===== config.mk =====
export PLATFORM = sky130hd
export DESIGN_NAME = rf_wb_arbiter_flat
export DESIGN_NICKNAME = d
export VERILOG_FILES = /design/src/rtl/rf_wb_arbiter_if.sv /design/src/rtl/rf_wb_arbiter.sv /design/src/flat_wrapper.sv
export SDC_FILE = /design/constraint.sdc
export NUM_CORES = 1
export LEC_CHECK = 0
export CORE_MARGIN = 1.5
export CORE_UTILIZATION = 53
export CTS_BUF_LIST = sky130_fd_sc_hd__clkbuf_4
export DETAILED_ROUTE_END_ITERATION = 12
export PLACE_DENSITY = 0.89
export SLEW_MARGIN = 20
export SYNTH_ARGS = -nofsm -noshare
export SYNTH_HDL_FRONTEND = slang
export SYNTH_SLANG_ARGS = --single-unit

===== constraint.sdc =====
create_clock -name clk -period 7.9 [get_ports clk]
set_clock_uncertainty 0.15 [all_clocks]
set_input_delay 1.58 -clock clk [delete_from_list [all_inputs] [get_ports clk]]
set_output_delay 1.58 -clock clk [all_outputs]
set_load 0.02 [all_outputs]

===== src/rtl/rf_wb_arbiter_if.sv =====
// Writeback / scoreboard bundle between the EXU, LSU and IDU requesters and rf_wb_arbiter.
// master: requester side (drives wbN_*, alloc_*, chk_addrN); slave: the arbiter.
// Signals: wb0_* (EXU result), wb1_* (LSU load), alloc_* (IDU pending-write mark),
//          chk_addrN/chk_busyN (hazard queries), rf_* (RegisterFile write port).
interface rf_wb_arbiter_if #(
    parameter int ADDR_WIDTH = 5,
    parameter int DATA_WIDTH = 32
);
    logic                  wb0_valid;
    logic                  wb0_ready;
    logic [ADDR_WIDTH-1:0] wb0_addr;
    logic [DATA_WIDTH-1:0] wb0_data;
    logic                  wb1_valid;
    logic                  wb1_ready;
    logic [ADDR_WIDTH-1:0] wb1_addr;
    logic [DATA_WIDTH-1:0] wb1_data;
    logic                  alloc_valid;
    logic                  alloc_ready;
    logic [ADDR_WIDTH-1:0] alloc_addr;
    logic [ADDR_WIDTH-1:0] chk_addr1;
    logic                  chk_busy1;
    logic [ADDR_WIDTH-1:0] chk_addr2;
    logic                  chk_busy2;
    logic                  rf_wen;
    logic [ADDR_WIDTH-1:0] rf_waddr;
    logic [DATA_WIDTH-1:0] rf_wdata;

    modport slave (
        input  wb0_valid, wb0_addr, wb0_data,
        input  wb1_valid, wb1_addr, wb1_data,
        input  alloc_valid, alloc_addr, chk_addr1, chk_addr2,
        output wb0_ready, wb1_ready, alloc_ready, chk_busy1, chk_busy2,
        output rf_wen, rf_waddr, rf_wdata
    );

    modport master (
        output wb0_valid, wb0_addr, wb0_data,
        output wb1_valid, wb1_addr, wb1_data,
        output alloc_valid, alloc_addr, chk_addr1, chk_addr2,
        input  wb0_ready, wb1_ready, alloc_ready, chk_busy1, chk_busy2,
        input  rf_wen, rf_waddr, rf_wdata
    );
endinterface


===== src/rtl/rf_wb_arbiter.sv =====
// Purpose: shares the single RF write port between EXU (port 0) and LSU (port 1), tracks busy registers.
// Latency: 1 cycle from accepted request to rf_wen/rf_waddr/rf_wdata.
// Backpressure: one request accepted every cycle a request is valid; the loser simply waits (ready=0).
// Ports: clk, rst (async, active-high) plus rf_wb_arbiter_if.slave bundle.
// Option: define WB_RR_EN for round-robin on contention; otherwise port 1 (LSU) always wins.
module rf_wb_arbiter #(
    parameter int ADDR_WIDTH = 5,
    parameter int DATA_WIDTH = 32
) (
    input  logic              clk,
    input  logic              rst,
    rf_wb_arbiter_if.slave    wb
);
    localparam int NREG = 2 ** ADDR_WIDTH;

    logic                  grant0;
    logic                  grant1;
    logic                  accept;
    logic                  wr_live;
    logic                  alloc_set;
    logic [ADDR_WIDTH-1:0] sel_addr;
    logic [DATA_WIDTH-1:0] sel_data;

    logic [NREG-1:0]       busy_q, busy_d;
    logic                  rf_wen_q, rf_wen_d;
    logic [ADDR_WIDTH-1:0] rf_waddr_q, rf_waddr_d;
    logic [DATA_WIDTH-1:0] rf_wdata_q, rf_wdata_d;
`ifdef WB_RR_EN
    logic                  rr_q, rr_d;
`endif

    // Arbitration: grant1 decides; port 0 takes whatever port 1 does not.
    always_comb begin
`ifdef WB_RR_EN
        // On contention rr_q names the preferred port.
        grant1 = wb.wb1_valid & (~wb.wb0_valid | rr_q);
`else
        grant1 = wb.wb1_valid;
`endif
        grant0   = wb.wb0_valid & ~grant1;
        accept   = grant0 | grant1;
        sel_addr = grant1 ? wb.wb1_addr : wb.wb0_addr;
        sel_data = grant1 ? wb.wb1_data : wb.wb0_data;
        // x0 writes are consumed but never reach the RF or the scoreboard.
        wr_live  = accept && (sel_addr != '0);
    end

    assign wb.wb0_ready = grant0;
    assign wb.wb1_ready = grant1;

    // A register whose pending write retires this cycle can be re-allocated at once.
    assign wb.alloc_ready = (wb.alloc_addr == '0) || !busy_q[wb.alloc_addr] ||
                            (wr_live && (sel_addr == wb.alloc_addr));
    assign alloc_set      = wb.alloc_valid && wb.alloc_ready && (wb.alloc_addr != '0);

    assign wb.chk_busy1 = busy_q[wb.chk_addr1];
    assign wb.chk_busy2 = busy_q[wb.chk_addr2];

    always_comb begin
        busy_d = busy_q;
        // Clear first so a same-edge allocation of the same index wins.
        if (wr_live)   busy_d[sel_addr]      = 1'b0;
        if (alloc_set) busy_d[wb.alloc_addr] = 1'b1;
        busy_d[0] = 1'b0;

        rf_wen_d   = wr_live;
        rf_waddr_d = accept ? sel_addr : rf_waddr_q;
        rf_wdata_d = accept ? sel_data : rf_wdata_q;
    end

`ifdef WB_RR_EN
    always_comb begin
        rr_d = rr_q;
        if (wb.wb0_valid && wb.wb1_valid) rr_d = ~grant1;
    end

    always_ff @(posedge clk or posedge rst) begin
        if (rst) rr_q <= 1'b0;
        else     rr_q <= rr_d;
    end
`endif

    always_ff @(posedge clk or posedge rst) begin
        if (rst) begin
            busy_q     <= '0;
            rf_wen_q   <= 1'b0;
            rf_waddr_q <= '0;
            rf_wdata_q <= '0;
        end else begin
            busy_q     <= busy_d;
            rf_wen_q   <= rf_wen_d;
            rf_waddr_q <= rf_waddr_d;
            rf_wdata_q <= rf_wdata_d;
        end
    end

    assign wb.rf_wen   = rf_wen_q;
    assign wb.rf_waddr = rf_waddr_q;
    assign wb.rf_wdata = rf_wdata_q;
endmodule

===== src/flat_wrapper.sv =====
// flat-port wrapper written by rule: the top's interface ports become plain ports
module rf_wb_arbiter_flat 
#(
    parameter int ADDR_WIDTH = 5,
    parameter int DATA_WIDTH = 32
)
  (clk, rst, wb_wb0_valid, wb_wb0_addr, wb_wb0_data, wb_wb1_valid, wb_wb1_addr, wb_wb1_data, wb_alloc_valid, wb_alloc_addr, wb_chk_addr1, wb_chk_addr2, wb_wb0_ready, wb_wb1_ready, wb_alloc_ready, wb_chk_busy1, wb_chk_busy2, wb_rf_wen, wb_rf_waddr, wb_rf_wdata);
  rf_wb_arbiter_if #(.ADDR_WIDTH(ADDR_WIDTH), .DATA_WIDTH(DATA_WIDTH)) wb_i ();
  input  logic clk;
  input  logic rst;
  input wire logic [$bits(wb_i.wb0_valid)-1:0] wb_wb0_valid;
  input wire logic [$bits(wb_i.wb0_addr)-1:0] wb_wb0_addr;
  input wire logic [$bits(wb_i.wb0_data)-1:0] wb_wb0_data;
  input wire logic [$bits(wb_i.wb1_valid)-1:0] wb_wb1_valid;
  input wire logic [$bits(wb_i.wb1_addr)-1:0] wb_wb1_addr;
  input wire logic [$bits(wb_i.wb1_data)-1:0] wb_wb1_data;
  input wire logic [$bits(wb_i.alloc_valid)-1:0] wb_alloc_valid;
  input wire logic [$bits(wb_i.alloc_addr)-1:0] wb_alloc_addr;
  input wire logic [$bits(wb_i.chk_addr1)-1:0] wb_chk_addr1;
  input wire logic [$bits(wb_i.chk_addr2)-1:0] wb_chk_addr2;
  output wire logic [$bits(wb_i.wb0_ready)-1:0] wb_wb0_ready;
  output wire logic [$bits(wb_i.wb1_ready)-1:0] wb_wb1_ready;
  output wire logic [$bits(wb_i.alloc_ready)-1:0] wb_alloc_ready;
  output wire logic [$bits(wb_i.chk_busy1)-1:0] wb_chk_busy1;
  output wire logic [$bits(wb_i.chk_busy2)-1:0] wb_chk_busy2;
  output wire logic [$bits(wb_i.rf_wen)-1:0] wb_rf_wen;
  output wire logic [$bits(wb_i.rf_waddr)-1:0] wb_rf_waddr;
  output wire logic [$bits(wb_i.rf_wdata)-1:0] wb_rf_wdata;
  assign wb_i.wb0_valid = wb_wb0_valid;
  assign wb_i.wb0_addr = wb_wb0_addr;
  assign wb_i.wb0_data = wb_wb0_data;
  assign wb_i.wb1_valid = wb_wb1_valid;
  assign wb_i.wb1_addr = wb_wb1_addr;
  assign wb_i.wb1_data = wb_wb1_data;
  assign wb_i.alloc_valid = wb_alloc_valid;
  assign wb_i.alloc_addr = wb_alloc_addr;
  assign wb_i.chk_addr1 = wb_chk_addr1;
  assign wb_i.chk_addr2 = wb_chk_addr2;
  assign wb_wb0_ready = wb_i.wb0_ready;
  assign wb_wb1_ready = wb_i.wb1_ready;
  assign wb_alloc_ready = wb_i.alloc_ready;
  assign wb_chk_busy1 = wb_i.chk_busy1;
  assign wb_chk_busy2 = wb_i.chk_busy2;
  assign wb_rf_wen = wb_i.rf_wen;
  assign wb_rf_waddr = wb_i.rf_waddr;
  assign wb_rf_wdata = wb_i.rf_wdata;
  rf_wb_arbiter #(.ADDR_WIDTH(ADDR_WIDTH), .DATA_WIDTH(DATA_WIDTH)) u_core (.clk(clk), .rst(rst), .wb(wb_i));
endmodule

==> impl_metrics.tcl, run 1 <==
set metrics [dict create \
    synth_commonest_cells "dfrtp_1 (69), o21ai_0 (69), nand2_1 (63)" \
    cts_setup_buffers 0 \
    crit_path_start_kind "input pin" \
    area_growth_syn_to_layout_pct 31.88 \
    maxCapViolCount 0 \
    switching_share 0.3401 \
    holdPathStages 2 \
    p_leak_nw 2.353 \
    ir_worst_vdd_mv 0.08525 \
    grt_pass1_wl_um 21320 \
    grt_pass1_vias 4206 \
    seq_power_share 0.440 \
    post_synth.cell_area_avg_um2 9.915 \
    drt_wl_total_um 13720 \
    gp_congestion 0.8980 \
    power.density_nw_per_um2 179.6 \
    core_um2 8299 \
    overflow 0 \
    yosys.area_share.adder 0 \
    p_clk_frac 0.214 \
    via_per_inst 6.274 \
    synthTopCellsByArea "dfrtp_1 (38%), mux2i_1 (11%), mux4_2 (9.3%)" \
    synth_compound_area_frac 0.1773 \
    synth_cell_types 46 \
    drc 0 \
    cts_tree "yes" \
    antenna_found_initial 0 \
    synth-simple-area-share 0.1576 \
    critPathKind "input pin to output port" \
    wl_per_cell_um 20.03 \
    syn_area_um2 4581 \
    yosysWarnings 0 \
    fmaxAchievable_mhz 154.7 \
    synth_nets 556 \
    cts-resized-gates 0 \
    dr_total_vias 4298 \
    start_util 0.5519 \
    clkSinkCount 69 \
    post-place-cells 670 \
    portBuffers 136 \
    ys_seq_elements 69 \
    dp_hpwl_um 9978 \
    die_area_um2 9209 \
    synth_top_family_by_area "multiplexers" \
    rsz0062_at_grt "no" \
    clk_latency_ps 420 \
    drt_iter0_drc 424 \
    yosysTopAreaCell "dfrtp_1" \
    drt_first_pass_iters 5 \
    drtAntennaViolNets 0 \
    rows 33 \
    io_pins 137 \
    min_period_ps 6465 \
    muxShareOfSynthArea 0.2322 \
    htree_levels 3 \
    stdcell_count 685 \
    cts-root-buf "clkbuf_4" \
    worstHoldPathType "register to register" \
    cts_hold_buf 0 \
    hold_viol_final 0 \
    clock_path_buffers 2 \
    tns_ps 0 \
    clk_pin_slew_ps 110 \
    synth_edf_count 0 \
    synthCells 462 \
    synth_top_area_frac 0.3769 \
    max_slew_margin 0.3120 \
    cp_data_arrival_time_ps 4740 \
    track_usage 0.3109 \
    ys.flop_type "dfrtp_1" \
    fp.dieH_um 95.97 \
    fp.dieW_um 95.97 \
    fin_nets 670 \
    setup_viol 0 \
    numCtsBuffers 9 \
    drive_gt1_frac 0.1224 \
    status "complete, no violations" \
    grt_max_degree 70 \
    p_sw_w 0.0003691 \
    r2r_cells 5 \
    power_frac_comb 0.346 \
    synth-async-reset-ratio 1.000 \
    finalCritPeriodShare 0.8184 \
    worst_pin_slew_ps 1029 \
    seq_area_frac_synth 0.3769 \
    p_int_w 0.0007161 \
    diodes 0 \
    crit_fanout 20 \
    required_ps 6170 \
    crit_path_end_kind "output port" \
    synth_xor_area_frac 0.009560 \
    maxSlewViolCount 0 \
]
[area by class of cell]
class	instances	area [µm²]
timing repair buffer	142	1396
fill	594	2258
inverter	2	7.507
clock buffer	10	75.07
sequential	69	1727
tap	105	131.4
multi-input combinational	352	2641
clock inverter	5	62.56
[cell families (layout without fill, tap and decap cells)]
group,after synthesis,count (layout)
simple gates,154,154
compound gates,113,113
mux,80,80
flops,69,69
buf+inv,41,159
xor+xnor,5,5
[layout by cell type, fill, tap and decap left out, types with 3 or more instances in the layout]
| master | n |
|---|---|
| nor2_1 | 39 |
| or3b_2 | 4 |
| a31oi_1 | 3 |
| nand2_1 | 63 |
| nand3b_1 | 4 |
| xnor2_1 | 4 |
| nor3_1 | 4 |
| mux2_2 | 7 |
| o311ai_1 | 21 |
| buf_4 | 6 |
| nor2b_1 | 4 |
| or3_1 | 5 |
| clkbuf_4 | 10 |
| mux4_2 | 19 |
| clkdlybuf4s50_1 | 134 |
| o21ai_0 | 69 |
| mux2i_1 | 52 |
| dfrtp_1 | 69 |
| nand3_1 | 19 |
| o311ai_2 | 9 |
[final timing paths]
| kind | to | slack [ps] | start |
|---|---|---|---|
| worst max-delay path | wb_alloc_ready | 1430 | wb_alloc_addr[1] |
| worst min-delay path | u_core.wb.rf_waddr[3]$_DFFE_PP0P_ | 370 | u_core.wb.rf_waddr[3]$_DFFE_PP0P_ |
| worst max register to register | u_core.busy_q[6]$_DFF_PP0_ | 5770 | u_core.busy_q[7]$_DFF_PP0_ |
| worst min register to register | u_core.wb.rf_waddr[3]$_DFFE_PP0P_ | 370 | u_core.wb.rf_waddr[3]$_DFFE_PP0P_ |
| max in group asynchronous | u_core.wb.rf_waddr[3]$_DFFE_PP0P_ | 5470 | rst |
| min in group asynchronous | u_core.wb.rf_wdata[26]$_DFFE_PP0P_ | 1580 | rst |
[sequential cells by signal, indices dropped and copies added (netlist names)]
register and cells:
u_core.wb.rf_waddr 5, u_core.wb.rf_wen 1, u_core.busy_q 31, u_core.wb.rf_wdata 32
[metal layers]
| metal | wire length (µm) | global-route usage |
|---|---|---|
| met1 | 5334 | 0.3907 |
| met4 | 500 | 0.1373 |
| met3 | 1225 | 0.07188 |
| met2 | 6661 | 0.5112 |
| met5 | 0 | 0 |
[metrics by stage]
stage	setup slack, ps	utilization	instance area, µm²	total power [W]	hold slack [ps]
final	1435	0.7279	6041	0.001085	372.5
after CTS	1498	0.7279	6041	0.001080	383.9
after global placement	1602	0.7113	5903	0.0008385	332.7
after detailed placement	1515	0.7113	5903	0.0008531	340.9
after floorplan	3055	-	4581	0.0006920	365.1
after global routing	1273	0.7279	6041	0.001134	439.5
[critical path, cell delays in order]
cell	delay (ps)
clkdlybuf4s50_1	1150
mux4_2	410
nor2b_1	160
a211oi_2	530
nand4_1	170
nand2_1	110
clkdlybuf4s50_1	610
[power by group through the flow]
stage               registers [W]  clock network (W)  logic (W)
finish                   0.000478           0.000233   0.000375
CTS                      0.000474           0.000233   0.000373
global placement         0.000479                  0   0.000360
floorplan                0.000478                  0   0.000214
detailed placement       0.000482                  0   0.000372
global route             0.000484           0.000249   0.000401
No activity file was read; power rests on OpenSTA's default activity.
==> run 2, diff against run 1 <==
--- a/config.mk
+++ b/config.mk
@@ -6,10 +6,10 @@
 export NUM_CORES = 1
 export LEC_CHECK = 0
 export CORE_MARGIN = 1.5
-export CORE_UTILIZATION = 53
+export CORE_UTILIZATION = 44
 export CTS_BUF_LIST = sky130_fd_sc_hd__clkbuf_4
 export DETAILED_ROUTE_END_ITERATION = 12
-export PLACE_DENSITY = 0.89
+export PLACE_DENSITY = 0.78
 export SLEW_MARGIN = 20
 export SYNTH_ARGS = -nofsm -noshare
 export SYNTH_HDL_FRONTEND = slang
==> constraint.sdc (replaced) <==
create_clock -name clk -period 5.5 [get_ports clk]
set_clock_uncertainty 0.15 [all_clocks]
set_input_delay 1.1 -clock clk [delete_from_list [all_inputs] [get_ports clk]]
set_output_delay 1.1 -clock clk [all_outputs]
set_load 0.02 [all_outputs]
==> impl_metrics.tcl, run 2 (synthesis results as in run 1) <==
set metrics [dict create \
    status "complete, no violations" \
    numCtsBuffers 9 \
    clock_path_buffers 2 \
    start_util 0.4477 \
    worst_pin_slew_ps 932.4 \
    drc 0 \
    via_per_inst 6.007 \
    cts-resized-gates 0 \
    grt_pass1_wl_um 23530 \
    clk_pin_slew_ps 130 \
    hp-start "u_core.wb.rf_waddr[3]$_DFFE_PP0P_" \
    setup_viol 0 \
    cts_hold_buf 0 \
    area_growth_syn_to_layout_pct 34.06 \
    min_to "u_core.wb.rf_waddr[3]$_DFFE_PP0P_" \
    pre_cts_slack_ps 513.7 \
    fmaxAchievable_mhz 200.3 \
    critPathKind "input pin to output port" \
    antenna_found_initial 0 \
    fp.dieH_um 105.0 \
    drive_gt1_frac 0.1299 \
    portBuffers 136 \
    fin_util 0.6002 \
    required_ps 4250 \
    drt_iter0_drc 375 \
    dp_hpwl_um 10490 \
    grt_max_degree 71 \
    dr_total_vias 4331 \
    grt_pass1_vias 4292 \
    io_pins 137 \
    r2r_cells 6 \
    largest_reg_flops 32 \
    nFillCells 859 \
    seq_area_um2 1727 \
    clk_latency_ps 450 \
    final_common_cell "clkdlybuf4s50_1" \
    final_cell_mix "clkdlybuf4s50_1 (134), o21ai_0 (69), dfrtp_1 (69)" \
    crit_path_end_kind "output port" \
    multi_input_area_um2 2641 \
    diodes 0 \
    ir_worst_vdd_mv 0.1223 \
    cts_tree "yes" \
    power_w 0.001640 \
    core_um2 10230 \
    htree_levels 3 \
    r2r_slack_ps 3520 \
    drtAntennaViolNets 0 \
    cp_data_arrival_time_ps 3740 \
    max_slew_margin 0.3755 \
    worstHoldPathType "register to register" \
    finalCritPeriodShare 0.9079 \
    power.density_nw_per_um2 267.0 \
    wl_per_cell_um 20.03 \
    tns_ps 0 \
    overflow 0 \
    crit_path_start_kind "input pin" \
    maxSlewViolCount 0 \
    rsz0062_at_grt "no" \
    drt_first_pass_iters 5 \
    cts_setup_buffers 0 \
    worstReg2RegStart "u_core.busy_q[19]$_DFF_PP0_" \
    maxCapViolCount 0 \
    gp_congestion 0.9841 \
    die_area_um2 11030 \
    fin_nets 674 \
    cts-root-buf "clkbuf_4" \
    fp.dieW_um 105.0 \
    setup_ws_ps 506.4 \
    rows 37 \
    track_usage 0.2729 \
    worst_r2r_endpoint "u_core.busy_q[29]$_DFF_PP0_" \
    hold_viol_final 0 \
    crit_fanout 14 \
    clkSinkCount 69 \
    holdPathStages 2 \
    min_period_ps 4994 \
    p_leak_nw 2.391 \
    drt_wl_total_um 14440 \
]
==> run 2: power breakdown <==
| group | total (W) | switching, W | internal [W] |
|---|---|---|---|
| Combinational | 0.000538 | 0.000244 | 0.000294 |
| Sequential | 0.000706 | 0.000113 | 0.000593 |
| Clock | 0.000396 | 0.000203 | 0.000193 |
| Total | 0.00164 | 0.000559 | 0.00108 |
==> run 2: final cells by class <==
| class | count | area share |
|---|---|---|
| timing repair buffer | 146 | 0.2323 |
| clock inverter | 6 | 0.01528 |
| multi-input combinational | 352 | 0.4301 |
| inverter | 2 | 0.001222 |
| clock buffer | 10 | 0.01222 |
| sequential | 69 | 0.2812 |
| tap | 136 | 0.02771 |
==> run 2: through the flow <==
stage / hold slack, ps / std cells / instance area (µm²)
4_1_cts: 369.5 / 721 / 6141
3_3_place_gp: 315.9 / 705 / 5972
5_1_grt: 428.9 / 721 / 6141
6_report: 367.1 / 721 / 6141
3_5_place_dp: 332.8 / 705 / 5972
2_1_floorplan: 365.1 / 462 / 4581
==> run 2: how the worst max path moves through the flow <==
stage | startpoint | to | slack (ps) | cells past startpoint
2_1_floorplan | wb_alloc_addr[0] | wb_alloc_ready | 1620 | 6
3_5_place_dp | wb_chk_addr2[0] | wb_chk_busy2 | 510 | 5
6_report | wb_alloc_addr[3] | wb_alloc_ready | 510 | 7
4_1_cts | wb_chk_addr2[0] | wb_chk_busy2 | 510 | 5
5_1_grt | wb_alloc_addr[3] | wb_alloc_ready | 380 | 7
3_3_place_gp | wb_chk_addr2[0] | wb_chk_busy2 | 570 | 5
==> run 2: layer usage <==
layer  vias to the layer above  share of wire  global-route usage
li1                       1960              -                   -
met1                      2117           0.41              0.3640
met2                       213           0.49              0.4374
met3                        41          0.075             0.05614
met4                         0          0.028              0.1018
met5                         -              0                   0
==> run 2: critical path, cell delays in order <==
cell and delay, ps:
clkdlybuf4s50_1 690, or3b_1 630, o22a_1 230, o22a_1 300, nand4_1 160, nand2_1 70
clkdlybuf4s50_1 550
